[config.mk]
export PLATFORM = sky130hd
export DESIGN_NAME = apu_reg_writer
export DESIGN_NICKNAME = d
export VERILOG_FILES = /design/src/rtl/apu_pkg.sv /design/src/rtl/apu_reg_writer_byte_timeout.sv /design/src/rtl/apu_reg_writer.sv
export SDC_FILE = /design/constraint.sdc
export NUM_CORES = 1
export LEC_CHECK = 0
export ABC_CLOCK_PERIOD_IN_PS = 2200
export CAP_MARGIN = 10
export CORE_ASPECT_RATIO = 1.2
export CORE_MARGIN = 2
export CORE_UTILIZATION = 62
export CTS_CLUSTER_SIZE = 30
export DETAILED_ROUTE_END_ITERATION = 12
export DONT_BUFFER_PORTS = 1
export PLACE_DENSITY = 0.83
export SLEW_MARGIN = 20
export SYNTH_ARGS = -nofsm -noshare
export SYNTH_HDL_FRONTEND = slang
export SYNTH_HIERARCHICAL = 1
export SYNTH_SLANG_ARGS = --single-unit
[constraint.sdc]
create_clock -name clk -period 2.2 [get_ports clk]
set_clock_uncertainty 0.1 [all_clocks]
set_input_delay 0.22 -clock clk [delete_from_list [all_inputs] [get_ports clk]]
set_output_delay 0.22 -clock clk [all_outputs]
set_load 0.01 [all_outputs]
[src/rtl/apu_pkg.sv]
// rtl/apu_pkg.sv - shared constants and FSM encoding for the APU register writer
//
// Purpose: register offsets (relative to $4000) decoded by apu_reg_writer and
// the two-state parser encoding.
package apu_pkg;

  localparam logic [4:0] APU_TRI_LINEAR = 5'h08;
  localparam logic [4:0] APU_TRI_LO     = 5'h0A;
  localparam logic [4:0] APU_TRI_HI     = 5'h0B;
  localparam logic [4:0] APU_STATUS     = 5'h15;
  localparam logic [4:0] APU_FRAME      = 5'h17;

  typedef enum logic {
    ST_ADDR = 1'b0,  // waiting for an address byte
    ST_DATA = 1'b1   // offset latched, waiting for its data byte
  } state_t;

endpackage

[src/rtl/apu_reg_writer_byte_timeout.sv]
// rtl/apu_reg_writer_byte_timeout.sv - saturating idle counter with one-cycle expiry
//
// Purpose: counts idle cycles between an address byte and its data byte.
// Ports:
//   clk, reset   system clock, synchronous active-high reset
//   clear        hold the count at 0
//   enable       count one idle cycle
//   expire       high in the enabled cycle whose increment reaches TIMEOUT-1
module byte_timeout #(
  parameter int TIMEOUT = 65535
) (
  input  logic clk,
  input  logic reset,
  input  logic clear,
  input  logic enable,
  output logic expire
);

  localparam int CW = $clog2(TIMEOUT);
  localparam logic [CW-1:0] LAST = CW'(TIMEOUT - 1);
  localparam logic [CW-1:0] ARM  = CW'(TIMEOUT - 2);

  logic [CW-1:0] count;

  always_ff @(posedge clk) begin
    if (reset || clear) begin
      count <= '0;
    end else if (enable && (count != LAST)) begin
      count <= count + CW'(1);
    end
  end

  // Fires on the increment into LAST; saturation keeps it from refiring.
  assign expire = enable && (count == ARM);

endmodule

[src/rtl/apu_reg_writer.sv]
// rtl/apu_reg_writer.sv - address/data byte parser driving triangle and frame registers
//
// Purpose: turns received (offset, data) byte pairs into APU register writes.
// Ports:
//   clk, reset            system clock, synchronous active-high reset
//   rx_data, rx_valid     received byte and its one-cycle strobe
//   reg_4008/400A/400B    held triangle register bytes
//   reg_event             one-cycle pulse per $400B write
//   tri_enable            $4015 bit 2
//   frame_mode            $4017 bit 7
//   irq_inhibit           $4017 bit 6
//   frame_reset           one-cycle pulse per $4017 write
//   frame_error           one-cycle pulse on a bad address byte or timeout
module apu_reg_writer
  import apu_pkg::*;
#(
  parameter int TIMEOUT = 65535
) (
  input  logic       clk,
  input  logic       reset,
  input  logic [7:0] rx_data,
  input  logic       rx_valid,
  output logic [7:0] reg_4008,
  output logic [7:0] reg_400A,
  output logic [7:0] reg_400B,
  output logic       reg_event,
  output logic       tri_enable,
  output logic       frame_mode,
  output logic       irq_inhibit,
  output logic       frame_reset,
  output logic       frame_error
);

  state_t     state;
  state_t     state_next;
  logic [4:0] offset_q;

  logic       addr_ok;
  logic       take_addr;
  logic       bad_addr;
  logic       do_write;
  logic       tmr_clear;
  logic       tmr_enable;
  logic       expire;

  assign addr_ok = (rx_data[7:5] == 3'b000);

  byte_timeout #(
    .TIMEOUT(TIMEOUT)
  ) u_timeout (
    .clk    (clk),
    .reset  (reset),
    .clear  (tmr_clear),
    .enable (tmr_enable),
    .expire (expire)
  );

  // State register
  always_ff @(posedge clk) begin
    if (reset) begin
      state <= ST_ADDR;
    end else begin
      state <= state_next;
    end
  end

  // Next-state logic
  always_comb begin
    state_next = state;
    case (state)
      ST_ADDR: if (rx_valid && addr_ok) state_next = ST_DATA;
      ST_DATA: if (rx_valid || expire)  state_next = ST_ADDR;
      default: state_next = ST_ADDR;
    endcase
  end

  // Output decode. A byte arriving in the expiry cycle wins because the
  // counter is only enabled on idle cycles.
  always_comb begin
    take_addr  = 1'b0;
    bad_addr   = 1'b0;
    do_write   = 1'b0;
    tmr_clear  = 1'b0;
    tmr_enable = 1'b0;
    case (state)
      ST_ADDR: begin
        tmr_clear = 1'b1;
        take_addr = rx_valid && addr_ok;
        bad_addr  = rx_valid && !addr_ok;
      end
      ST_DATA: begin
        do_write   = rx_valid;
        tmr_enable = !rx_valid;
      end
      default: tmr_clear = 1'b1;
    endcase
  end

  // Register file and pulses; everything lands one cycle after the strobe,
  // so reg_event coincides with the new reg_400B value.
  always_ff @(posedge clk) begin
    if (reset) begin
      offset_q    <= '0;
      reg_4008    <= '0;
      reg_400A    <= '0;
      reg_400B    <= '0;
      reg_event   <= 1'b0;
      tri_enable  <= 1'b0;
      frame_mode  <= 1'b0;
      irq_inhibit <= 1'b0;
      frame_reset <= 1'b0;
      frame_error <= 1'b0;
    end else begin
      reg_event   <= 1'b0;
      frame_reset <= 1'b0;
      frame_error <= bad_addr || expire;
      if (take_addr) begin
        offset_q <= rx_data[4:0];
      end
      if (do_write) begin
        case (offset_q)
          APU_TRI_LINEAR: reg_4008 <= rx_data;
          APU_TRI_LO:     reg_400A <= rx_data;
          APU_TRI_HI: begin
            reg_400B  <= rx_data;
            reg_event <= 1'b1;
          end
          APU_STATUS:     tri_enable <= rx_data[2];
          APU_FRAME: begin
            frame_mode  <= rx_data[7];
            irq_inhibit <= rx_data[6];
            frame_reset <= 1'b1;
          end
          default: ;  // unmapped offset: data consumed silently
        endcase
      end
    end
  end

endmodule

==> results.cfg, run 1 <==
[logic_synthesis]
synth_warnings = 6
avgSynthCellArea_um2 = 9.569
synthFlopType = dfxtp_1
ys_ff_latch = 52
synth_edf_count = 0
yosysTopAreaCell = dfxtp_1
synth_top_cells_by_area = dfxtp_1, mux2i_1, nand2b_1, o21ai_0, nor2b_1
seq_area_frac_synth = 0.4351
synth.distinct_cells = 43
synth.cell_area_mm2 = 0.002392
synth_nets = 264
syn_inst = 250
synth_top_area_frac = 0.4351
synth-async-reset-ratio = 0

[sta]
maxSlewViolCount = 0
fmax_mhz = 521.0
rsz0062_at_grt = no
final.period_utilization = 0.8725
tns_ns = 0
fin_crit_ns = 1.920
hold_violations = 0
maxSlewHeadroom = 0.4973
setup_violations = 0
worst_pin_slew_ns = 0.7515
hold_slack_ns = 0.004152

[finish]
final_common_cell = dfxtp_1
nets = 265
ff_latch_area_mm2 = 0.001041
multi_input_area_mm2 = 0.001269
instances_no_fill = 304
drive_gt1_frac = 0.1032
mostFrequentLayoutCells = dfxtp_1, nand2b_1, mux2i_1, o21ai_0, a21oi_1
fin_area_mm2 = 0.002525
syn_to_final_growth_pct = 5.544
antennaDiodeCount = 0
fill_cells = 305

[place]
dp_hpwl_um = 3365
place_congestion = 0.8296
dp.cells = 294
placed_cell_area_mm2 = 0.002416
port_buffers = 0

[power_and_ir_drop]
p_total_mw = 1.535
vdd_drop_max_mv = 0.4914
leakage_nw = 0.8607
powerDensity_mw_per_mm2 = 607.9

[clock_network]
ctsRootBufferMaster = clkbuf_8
postCtsSetupRepairBufs = 0
path_clk_slew_ns = 0.10
numCtsBuffers = 5
clock_path_buffers = 2
clock_latency_ns = 0.31
ctsHtreeMaxLevel = 2
tritoncts = yes
cts_sinks = 52

[critical_path]
reg2reg_slack_ns = 0.28
path_cells = inv_1 -> ha_1 -> nand4_1 -> o41ai_4 -> buf_4 -> or4_1 -> a21oi_2
end_kind = flip-flop
path_class = reg2reg
critical-path-max-stage-delay_ns = 0.49
path_buf_inv = 2
cp.arrival_ns = 2.07
cp_max_fo = 15
crit_path_start_kind = flip-flop
path_delay_family = simple AND/OR/NAND/NOR gates
cp_slowest_cell = or4_1
required_ns = 2.35

[grt]
grt_overflow = 0
groute.usage.overall = 0.2517
grt_pass1_vias = 1782
antenna_found_initial = 0
grt_max_degree = 27
grt_pass1_wl_um = 8293

[die]
design.core.area_mm2 = 0.003664
rows = 24
die_h_um = 72.05
design.die.area_mm2 = 0.004373
fp.dieW_um = 60.71
ios = 41
initial_core_util = 0.6530

[detailed_routing]
dr_total_vias = 1835
wl_per_cell_um = 16.01
drcViolationCount = 0
wirelength_um = 4867
dr.pass1.iters = 7
avgViaCountPerCell = 6.036
dr.first_iter.drc_count = 104
ant_nets = 0

[run_status]
status = finished, final reports clean

[flow_run]
drv_cap = 0

[min_path]
hp-class = in2reg
-- report_power, final --
group	total [mW]	switching [mW]	internal, mW
Combinational	0.0450	0.0258	0.0192
Clock	0.542	0.315	0.227
Sequential	0.948	0.00386	0.944
-- area by class of cell --
type,count,area share
inverters,5,0.007433
flip-flops and latches,52,0.4123
clock inverters,2,0.006442
well taps,52,0.02577
clock buffers,6,0.02874
repair buffers,5,0.01685
multi-input cells,182,0.5025
-- sequential cells by signal, summed over array words and instances, names as in the netlist --
register	count
reg_400B	8
tri_enable	1
reg_event	1
state	1
u_timeout/count	16
frame_mode	1
frame_reset	1
reg_400A	8
offset_q	5
reg_4008	8
irq_inhibit	1
frame_error	1
-- cells by family after synthesis --
kind of cell | share of synthesized area
adders and majority gates | 0.01569
buffers and inverters | 0.03452
xor gates and xnor gates | 0.003662
muxes | 0.09205
AOI/OAI and AO/OA | 0.1376
DFF | 0.4351
and+or+nand+nor | 0.2814
-- layer usage --
| metal | vias up | track usage | part of all wire |
|---|---|---|---|
| met4 | 0 | 0.1014 | 0.021 |
| met1 | 869 | 0.3139 | 0.43 |
| met3 | 7 | 0.07487 | 0.052 |
| li1 | 907 | - | - |
| met2 | 52 | 0.4026 | 0.50 |
| met5 | - | 0 | 0 |
-- final timing paths --
path	end	start	cells past startpoint
worst max-delay path	u_timeout/count[7]$_SDFFE_PP0P_	u_timeout/count[0]$_SDFFE_PP0P_	7
worst min-delay path	reg_4008[5]$_SDFFE_PP0P_	reset	2
worst max register to register	u_timeout/count[7]$_SDFFE_PP0P_	u_timeout/count[0]$_SDFFE_PP0P_	7
worst min register to register	offset_q[4]$_SDFFE_PP0P_	offset_q[4]$_SDFFE_PP0P_	2
-- stage by stage --
stage | setup WS, ns | util
finish | 0.2805 | 0.6892
global route | 0.1330 | 0.6892
CTS | 0.2752 | 0.6892
detailed placement | 0.2935 | 0.6595
global placement | 0.3357 | 0.6595
floorplan | 0.3871 | -
-- cell usage after synthesis (4+ instances only) --
cell type   n
a21oi_1    13
clkbuf_1    8
dfxtp_1    52
inv_1       5
mux2i_1    22
nand2_1     8
nand2b_1   29
nand3_1     5
nand4_1     5
nor2b_1    11
o21ai_0    22
o21ai_1     5
o31ai_1     5
or3_1      11
or4_1       4
-- timing repair --
item / 4_1_cts / 5_1_grt
hold endpoints to repair: 26 / 0
gates resized for setup: 0 / 0
hold buffers: 2 / 0
Note: power is estimated with default switching activity, not from simulation.
==> run 2, diff against run 1 <==
REMOVE_ABC_BUFFERS = 1   (was default)
==> results.cfg, run 2 (synthesized netlist as in run 1, its figures left out) <==
[sta]
hold_violations = 0
hold_slack_ns = 0.002165
rsz0062_at_grt = no
worst_pin_slew_ns = 0.7729
fin_ws_ns = 0.2169
maxSlewHeadroom = 0.4831
setup_violations = 0
tns_ns = 0
maxSlewViolCount = 0
fin_crit_ns = 1.983
fmax_mhz = 504.3
final.period_utilization = 0.9014

[finish]
fill_cells = 306
final_common_cell = dfxtp_1
ff_latch_area_mm2 = 0.001041
mostFrequentLayoutCells = dfxtp_1, nand2b_1, mux2i_1, o21ai_0, a21oi_1
instances_no_fill = 303
final_core_util = 0.7015
syn_to_final_growth_pct = 7.427
multi_input_area_mm2 = 0.001271
fin_area_mm2 = 0.002570
nets = 265
largest_register = u_timeout/count
antennaDiodeCount = 0
largest_register_ffs = 16
drive_gt1_frac = 0.1036

[power_and_ir_drop]
powerDensity_mw_per_mm2 = 677.9
leakage_nw = 0.8823
p_total_mw = 1.742
vdd_drop_max_mv = 0.4670

[clock_network]
cts_sinks = 52
numCtsBuffers = 5
ctsRootBufferMaster = clkbuf_8
path_clk_slew_ns = 0.09
tritoncts = yes
postCtsSetupRepairBufs = 0
ctsHtreeMaxLevel = 2
clock_path_buffers = 2
clock_latency_ns = 0.30

[critical_path]
critical-path-max-stage-delay_ns = 0.51
cp_max_fo = 15
path_cells = inv_1 -> ha_1 -> nand4_1 -> o41ai_4 -> buf_4 -> or4_1 -> a21oi_2
cp.arrival_ns = 2.12
required_ns = 2.34
path_class = reg2reg
end_kind = flip-flop
cp_slowest_cell = or4_1
crit_path_start_kind = flip-flop

[die]
ios = 41
initial_core_util = 0.6530
design.core.area_mm2 = 0.003664
rows = 24
design.die.area_mm2 = 0.004373
fp.dieW_um = 60.71
die_h_um = 72.05

[detailed_routing]
drcViolationCount = 0
wirelength_um = 4882
avgViaCountPerCell = 6.036
dr_total_vias = 1829
ant_nets = 0
dr.first_iter.drc_count = 108
dr.pass1.iters = 4
wl_per_cell_um = 16.11

[grt]
grt_max_degree = 25
groute.usage.overall = 0.2453
grt_overflow = 0
grt_pass1_wl_um = 8197
grt_pass1_vias = 1795
antenna_found_initial = 0

[place]
dp.cells = 293
dp_hpwl_um = 3152
place_congestion = 0.9035
placed_cell_area_mm2 = 0.002409
place_ws_ns = 0.2164
port_buffers = 0

[run_status]
status = finished, final reports clean

[flow_run]
drv_cap = 0

[min_path]
hp-class = in2reg
-- run 2: cell count changes in the layout (fill, tap and decap cells not counted), sizes merged --
| cell | delta |
|---|---|
| buf | -1 |
| bufinv | +2 |
| clkbuf | -1 |
| dlygate4sd3 | +1 |
| clkinv | -1 |
| clkinvlp | -1 |
-- run 2: layer usage --
layer  part of all wire  GRT usage  routed length (µm)
met2               0.52     0.4134                2518
met1               0.42     0.2935                2055
met4              0.021    0.08937                 104
met5                  0          0                   0
met3              0.042    0.06774                 203
-- run 2: area by class of cell --
cell class	instances	share of cell area
Clock buffer	5	0.02678
Clock inverter	2	0.02337
Inverter	5	0.007303
Multi-Input combinational cell	182	0.4946
Sequential cell	52	0.4051
Tap cell	52	0.02532
Timing Repair Buffer	5	0.01753
-- run 2: worst max-delay path, delay by kind of cell (launching register included) --
kind            cells  cell delay, ns
simple gates        2            0.68
flops               1            0.40
fa+ha+maj           1            0.22
buf+inv             2            0.28
compound gates      2            0.24
-- run 2: path summary, 6_finish.rpt --
path | endpoint | startpoint | depth (start not counted) | slack (ns)
setup / recovery | u_timeout/count[7]$_SDFFE_PP0P_ | u_timeout/count[0]$_SDFFE_PP0P_ | 7 | 0.22
hold / removal | reg_400B[7]$_SDFFE_PP0P_ | reset | 3 | 0.002
hold reg to reg | u_timeout/count[7]$_SDFFE_PP0P_ | u_timeout/count[7]$_SDFFE_PP0P_ | 2 | 0.42
setup reg to reg | u_timeout/count[7]$_SDFFE_PP0P_ | u_timeout/count[0]$_SDFFE_PP0P_ | 7 | 0.22
-- run 2: report_power, final --
part           switching [mW]  internal [mW]
clock network           0.302          0.448
logic                  0.0241         0.0202
registers             0.00407          0.944
-- run 2: timing repair --
action / 4_1_cts / 5_1_grt
gates resized for setup: 0 / 1
hold buffers: 2 / 1
hold endpoints to repair: 24 / 2
endpoints found under the setup margin: 0 / 3
